===== src/rtl/mult_pkg.sv =====
// ---------------------------------------------------------------------------
// mult_pkg : shared width default and control/status bundles for the multiplier
// Rev 1.0
// ---------------------------------------------------------------------------
`default_nettype none

package mult_pkg;

  localparam int WIDTH = 8;

  typedef struct packed {
    logic ld;
    logic enShift;
    logic addA;
    logic clrOut;
    logic flipEnd;
  } mult_ctrl_t;

  typedef struct packed {
    logic lsb1;
    logic doneAdd;
    logic flipA;
    logic flipB;
  } mult_stat_t;

endpackage

`default_nettype wire


===== src/rtl/mult_datapath_iter_counter.sv =====
// ---------------------------------------------------------------------------
// iter_counter : iteration counter with synchronous clear, saturating at MAX
// Rev 1.0
// ---------------------------------------------------------------------------
`default_nettype none

module iter_counter #(
  parameter int MAX = 8,
  parameter int CW  = $clog2(MAX + 1)
) (
  input  logic          clk,
  input  logic          reset,
  input  logic          clr,
  input  logic          en,
  output logic [CW-1:0] count,
  output logic          done
);

  logic [CW-1:0] count_r;

  assign done  = (count_r == CW'(MAX));
  assign count = count_r;

  always_ff @(posedge clk or posedge reset) begin
    if (reset) begin
      count_r <= '0;
    end else if (clr) begin
      count_r <= '0;
    end else if (en && !done) begin
      count_r <= count_r + CW'(1);
    end
  end

endmodule

`default_nettype wire


===== src/rtl/mult_datapath.sv =====
// ---------------------------------------------------------------------------
// mult_datapath : shift-add datapath (operand magnitudes, accumulator, sign fix)
// Rev 1.0
// ---------------------------------------------------------------------------
`default_nettype none

module mult_datapath
  import mult_pkg::*;
#(
  parameter int WIDTH = mult_pkg::WIDTH
) (
  input  logic               clk,
  input  logic               reset,
  input  logic [WIDTH-1:0]   a,
  input  logic [WIDTH-1:0]   b,
  input  logic               ld,
  input  logic               enShift,
  input  logic               addA,
  input  logic               clrOut,
  input  logic               flipEnd,
  output logic               lsb1,
  output logic               doneAdd,
  output logic               flipA,
  output logic               flipB,
  output logic [2*WIDTH-1:0] product
);

  localparam int CW = $clog2(WIDTH + 1);
  localparam int PW = 2 * WIDTH;

  mult_ctrl_t ctrl;
  mult_stat_t stat;

  logic [WIDTH-1:0] mag_a_r, mag_a_n;
  logic [WIDTH-1:0] reg_b_r, reg_b_n;
  logic             flip_a_r, flip_a_n;
  logic             flip_b_r, flip_b_n;
  logic [PW-1:0]    product_r, product_n;
  logic [CW-1:0]    count;
  logic             count_done;
  logic             step;

  assign ctrl = '{ld: ld, enShift: enShift, addA: addA, clrOut: clrOut, flipEnd: flipEnd};

  // An iteration only happens while the counter has room and no reload is pending.
  assign step = ctrl.enShift && !count_done && !ctrl.ld;

  iter_counter #(
    .MAX (WIDTH),
    .CW  (CW)
  ) u_iter_counter (
    .clk   (clk),
    .reset (reset),
    .clr   (ctrl.ld),
    .en    (step),
    .count (count),
    .done  (count_done)
  );

  always_comb begin
    mag_a_n   = mag_a_r;
    reg_b_n   = reg_b_r;
    flip_a_n  = flip_a_r;
    flip_b_n  = flip_b_r;
    product_n = product_r;

    if (ctrl.ld) begin
      // The most negative operand maps to 2^(WIDTH-1), which fits unsigned.
      mag_a_n  = a[WIDTH-1] ? (~a + WIDTH'(1)) : a;
      reg_b_n  = b[WIDTH-1] ? (~b + WIDTH'(1)) : b;
      flip_a_n = a[WIDTH-1];
      flip_b_n = b[WIDTH-1];
    end else if (step) begin
      reg_b_n = reg_b_r >> 1;
    end

    if (ctrl.clrOut) begin
      product_n = '0;
    end else if (ctrl.flipEnd) begin
      product_n = ~product_r + PW'(1);
    end else if (ctrl.enShift && !count_done && ctrl.addA) begin
      product_n = product_r + ({{WIDTH{1'b0}}, mag_a_r} << count);
    end
  end

  always_ff @(posedge clk or posedge reset) begin
    if (reset) begin
      mag_a_r   <= '0;
      reg_b_r   <= '0;
      flip_a_r  <= 1'b0;
      flip_b_r  <= 1'b0;
      product_r <= '0;
    end else begin
      mag_a_r   <= mag_a_n;
      reg_b_r   <= reg_b_n;
      flip_a_r  <= flip_a_n;
      flip_b_r  <= flip_b_n;
      product_r <= product_n;
    end
  end

  assign stat = '{lsb1: reg_b_r[0], doneAdd: count_done, flipA: flip_a_r, flipB: flip_b_r};

  assign lsb1    = stat.lsb1;
  assign doneAdd = stat.doneAdd;
  assign flipA   = stat.flipA;
  assign flipB   = stat.flipB;
  assign product = product_r;

endmodule

`default_nettype wire


===== config.mk =====
export PLATFORM = sky130hd
export DESIGN_NAME = mult_datapath
export DESIGN_NICKNAME = d
export VERILOG_FILES = /design/src/rtl/mult_pkg.sv /design/src/rtl/mult_datapath_iter_counter.sv /design/src/rtl/mult_datapath.sv
export SDC_FILE = /design/constraint.sdc
export NUM_CORES = 1
export LEC_CHECK = 0
export ABC_AREA = 1
export CAP_MARGIN = 10
export CORE_MARGIN = 4
export CORE_UTILIZATION = 58
export CTS_BUF_LIST = sky130_fd_sc_hd__clkbuf_2 sky130_fd_sc_hd__clkbuf_4 sky130_fd_sc_hd__clkbuf_8
export DETAILED_ROUTE_END_ITERATION = 10
export PLACE_DENSITY = 0.83
export SLEW_MARGIN = 15
export SYNTH_ARGS = -nofsm -noshare
export SYNTH_HDL_FRONTEND = slang
export SYNTH_SLANG_ARGS = --single-unit

===== constraint.sdc =====
create_clock -name clk -period 3.2 [get_ports clk]
set_clock_uncertainty 0.05 [all_clocks]
set_input_delay 0.64 -clock clk [delete_from_list [all_inputs] [get_ports clk]]
set_output_delay 0.64 -clock clk [all_outputs]
set_load 0.05 [all_outputs]

======== After elaboration in Yosys (flattened, before gate mapping) ========
Index checks and enable logic that the tools add are counted.
word-level totals
  bits in latches ......................... 0
  ROM bits ................................ 0
  RAM bits ................................ 0
  flip-flop bits (word level) ............. 38
  memories kept ........................... 0
operators by class
  order comparisons ....................... 0
  $add $sub $neg .......................... 5
  eq/ne operators ......................... 1
  div/mod/pow operators ................... 0
  reduce and logical (&&, ||, !) cells .... 9
  multiplexer cells ....................... 9
  shifts and indexed selects .............. 1
  bitwise logic cells ..................... 3
  $mul .................................... 0
operators by type and width
  operator               number
  $mux 16                3
  $mux 8                 4
  $add 16x1->16 const B  1
  $add 16x16->16         1
  $add 8x1->8 const B    2
  $not 16->16            1
  $not 8->8              2
  $shl 8x4->16           1
  $mux 4                 2
  $add 4x1->4 const B    1
  $eq 4x4->1 const B     1
  $logic_and 1x1->1      4
  $reduce_bool 2->1      2
  $reduce_bool 3->1      1
  $logic_not 1->1        2

======== Logic depth before layout (Yosys ltp) ========
  depth after elaboration ................. 7
  gate-level depth with buffers ........... 20
  depth with buffers taken out ............ 19

======== Cells and area by module ========
From an unflattened synthesis, not the netlist that was laid out.
second synthesis, totals
  cell total of the unflattened synthesis .. 556
  area, all modules ....................... 3604.7 sq um
by module, submodules not included
  module         cells an instance  area an instance (sq um)  sequential area each (sq um)  instances
  mult_datapath  524                3367.0                    850.8                         1
  iter_counter   32                 237.7                     100.1                         1

======== Least setup slack after synthesis ========
Ideal clock, no wire load.
  kind .................................... flip-flop to flip-flop
  start ................................... register u_iter_counter.count_r[1], in the netlist u_iter_counter.count[1]
  end ..................................... register product_r[15], in the netlist product[15]
  period minus slack after synthesis ...... 2.408 ns
  setup slack ............................. 0.792 ns
  buffers on the path ..................... 2
  cell stages (with the launch flop) ...... 20
  arrival ................................. 2.240 ns
  cell sequence ........................... dfrtp_1 -> buf_4 -> inv_2 -> buf_2 -> nand3_1 -> o21ai_1 -> inv_1 -> o21ai_1 -> nor2_1 -> ha_1 -> nand2_1 -> inv_1 -> a21oi_1 -> nand2_1 -> nand2_1 -> nand2_1 -> nand3_1 -> nand3_1 -> nand2_1 -> nand2_1
between the ends
  word-level cells in the longest chain between the ends .. 5
ends and longest elaborated chain
  element                                                   RTL line                                               RTL
  from (decl)                                               mult_datapath_iter_counter.sv:19                       logic [CW-1:0] count_r;
  from (signal assigned)                                    mult_datapath_iter_counter.sv:30                       count_r <= count_r + CW'(1);
  $shl 8x4->16 / $eq 4x4->1 (equally long branches)         mult_datapath.sv:82, mult_datapath_iter_counter.sv:21
  $add 16x16->16 / $logic_not 1->1 (equally long branches)  mult_datapath.sv:82, mult_datapath.sv:81
  $mux 16 / $logic_and 1x1->1 (equally long branches)       mult_datapath.sv:81                                    end else if (ctrl.enShift && !count_done && ctrl.addA) begin
  $mux 16 / $logic_and 1x1->1 (equally long branches)       mult_datapath.sv:79, mult_datapath.sv:81
  $mux 16 / $reduce_bool 3->1 (equally long branches)       -
  to (signal assigned)                                      mult_datapath.sv:98                                    product_r <= product_n;
  to (decl)                                                 mult_datapath.sv:38                                    logic [PW-1:0] product_r, product_n;
Parallel ways exist; a longest one is shown, timed or not. The select of a mux whose other input is x is not followed.
A chain may end at the register's enable or synchronous reset.

======== Final worst setup path ========
  start ................................... register u_iter_counter.count_r[1], in the netlist u_iter_counter.count[1]
  end ..................................... output doneAdd
between the ends
  word-level cells in the longest chain between the ends .. 1
ends and longest elaborated chain
  element     RTL line                          RTL
  $eq 4x4->1  mult_datapath_iter_counter.sv:21  assign done = (count_r == CW'(MAX));
  to (decl)   mult_datapath.sv:22               output logic doneAdd,
Every way passes these cells.

==> run metrics <==
reg2reg end=product[15]; max cap viols=0; setup ws final=~0.28 ns; total negative setup slack=0 ns; Die Ht=around 86 um; CTS Buf Count=5; most used cell, CP=inv_2; Top FF cell, synth=dfrtp_1; CP delay by family, top=buffers and inverters; largest area contributor in the netlist=dfrtp_1; Hold Fails Final Rpt=0; Final Max Slew Viols=0; H-tree levels=2; ANT nets after route=0; first-pass GRT wire length=16150 um; CTS max path bufs=2; async set-reset flop share out of synthesis=1.000; Synth top area share=0.2703; area delta synth->final=17.64%; Post-Syn Area=around 3500 um2; Peak supply drop=about 0.33 mV; DPL Wire Length=roughly 7600 um; Place WS=roughly 0.43 ns; share of layout cells above drive strength 1=0.05219; net count after synthesis=approximately 600; period utilisation layout=0.9130; Worst setup EP type=output pin; Clk Latency, worst-skew pair=0.30 ns; First DRT Iteration DRCs=roughly 240; Wirelength per Cell=approximately 14 um; initial core utilization=0.5943; first drt pass iteration count=5; CP startpoint kind=flip-flop; CP Depth=5; gpl congestion=roughly 0.91; Finished Cell Area=4139 um2; initial antenna violation count=0; Layout Nets=~640; largest family of logic cells by synthesized area=simple AND/OR/NAND/NOR gates; post-CTS setup buffers=0; # DRC=0; Worst slew margin=0.5478; critical path data arrival time=between 2 and 2.5 ns; Die X=approximately 86 um; sequential area share after synthesis=0.2703; Core Rows=28; # diodes=0; core area=5921 um2; dpl cell area=4025 um2; largest net degree at the start of global routing=25; power per cell area=~520 nW/um2; EDFF count, synth=0; Leak=~0.0021 uW; CP Launch Point=u_iter_counter.count[1]; placed cells=approximately 660; num ports=43; RSZ-0062 raised after global routing=no; warning count from the yosys run=0; Total GRT Usage=0.2703; R2R depth=18; Achievable Freq=between 0.3 and 0.4 GHz; CP Cell Sequence=inv_2, ha_1, nand2_2, inv_2, clkdlybuf4s50_1; post-synthesis adder-cell area fraction=0.07681; CTS root buf=clkbuf_8; CP max stage cell=clkdlybuf4s50_1; Post-Syn Instances=roughly 550; Via density=approximately 5.7; total gr overflow=0; TritonCTS Sinks=38; Slew @ Worst Pin=a little under 0.7 ns; Synth cell types=38; hold path start=flipB; Avg Inst Size Synth=~6.4 um2; Hold-fix buffers, CTS=0; #FFs+latches synth=38; total power=between 2000 and 2500 uW; R2R Path Start=u_iter_counter.count[0]; crit-path max cell delay=between 0.8 and 0.9 ns; WS Path Type=flip-flop to output pin; xor/xnor share of the synthesized area=0.02738; Buffers on Ports=42; min-delay worst type=flip-flop to flip-flop; Total Routed Length=about 9600 um; post-synthesis mux area share=0.002845; CP bufs+invs=3; outcome=complete, no violations; final setup vio count=0; die area=7376 um2; R2R setup slack=just under 0.4 ns; # resized after CTS=0; CTS tree=yes; minimum clock period after layout=just under 3 ns; clk slew on worst S/H paths=0.08 ns; crit path to=doneAdd; Compound-Gate Fraction of Synth Area=0.1664; crit-path max FO=12; vias post-DR=3792; Req. time, crit path=roughly 2.5 ns; number of global-route vias before repair=3638; Final Non-Filler Cells=669; top post-synthesis cells by area=dfrtp_1 27%, nand2_1 17%, inv_1 8.0%; Post-Synth Simple-Gate Area=0.3517
## layer usage
layer  vias up  track usage  part of all wire
met5         -            0                 0
met4         0       0.1194             0.033
met3        37      0.05476             0.061
met2       158       0.4716              0.47
met1      1701       0.3186              0.43
li1       1896            -                 -
## sequential cells by signal (all words and copies together), names as in the netlist
register,count
reg_b_r,8
u_iter_counter.count,4
mag_a_r,8
flipB,1
product,16
flipA,1
## metrics by stage
step	hold WS [ns]	util
6_report	0.4269	0.6991
3_3_place_gp	0.4105	0.6798
5_1_grt	0.4780	0.6991
3_5_place_dp	0.4119	0.6798
4_1_cts	0.4357	0.6991
2_1_floorplan	0.4090	-
## cell families (layout without fill, tap and decap cells)
kind of cell	count (synthesis)	count (layout)
compound gates	103	103
buf+inv	94	137
simple gates	283	283
mux	1	1
flops	38	38
fa+ha+maj	21	21
xor+xnor	11	11
## cells in the mapped netlist (all sizes together) (4+ instances only)
cell      n
a21oi    31
nor2     50
inv      81
nand2   160
nand3    54
o22ai     4
buf       5
clkbuf    7
nor3      7
o221ai    7
xor2      9
o21ai    51
dfrtp    38
nand4     9
ha       20
## worst reg2reg max path, cell delays in order (launching register included)
cell and delay [ns]:
dfrtp_1 0.58, inv_2 0.14, nand2_1 0.12, nand2_1 0.06
nand2_1 0.09, inv_1 0.06, o21ai_0 0.23, nor2_1 0.09
ha_1 0.35, nand2_1 0.14, inv_1 0.05, a21oi_1 0.18
nand2_1 0.14, nand2_1 0.09, nand2_1 0.07, nand3_1 0.08
nand3_1 0.08, nand2_1 0.07, nand2_1 0.05
## cell usage in the layout (no fill, tap or decap), types with 4 or more instances in the layout
master           instances
a21oi_1                 31
buf_4                    4
clkbuf_8                 5
clkdlybuf4s50_1         42
dfrtp_1                 38
ha_1                    20
inv_1                   75
inv_2                    5
nand2_1                156
nand3_1                 54
nand4_1                  9
nor2_1                  46
nor3_1                   6
o21ai_0                 42
o21ai_1                  6
o221ai_1                 7
o22ai_1                  4
xor2_1                   9
## final cells by class
class                           instances  area (um2)
Timing Repair Buffer                   47       470.5
Clock inverter                          2       37.54
Clock buffer                            6       76.32
Inverter                               82       310.3
Tap cell                               75       93.84
Fill cell                             500        1782
Sequential cell                        38       950.9
Multi-Input combinational cell        419        2200
## how the worst min path moves through the flow
stage	endpoint	cells after the start
after floorplan	reg_b_r[3]	2
after global placement	flipB	2
after detailed placement	flipB	2
after CTS	flipB	2
after global routing	flipB	2
final	flipB	2
## report_power, final
group	internal [uW]	switching, uW
Combinational	362	718
Sequential	546	90.7
Clock	242	194
Total	1150	1000
(Power assumes the default switching activity.)
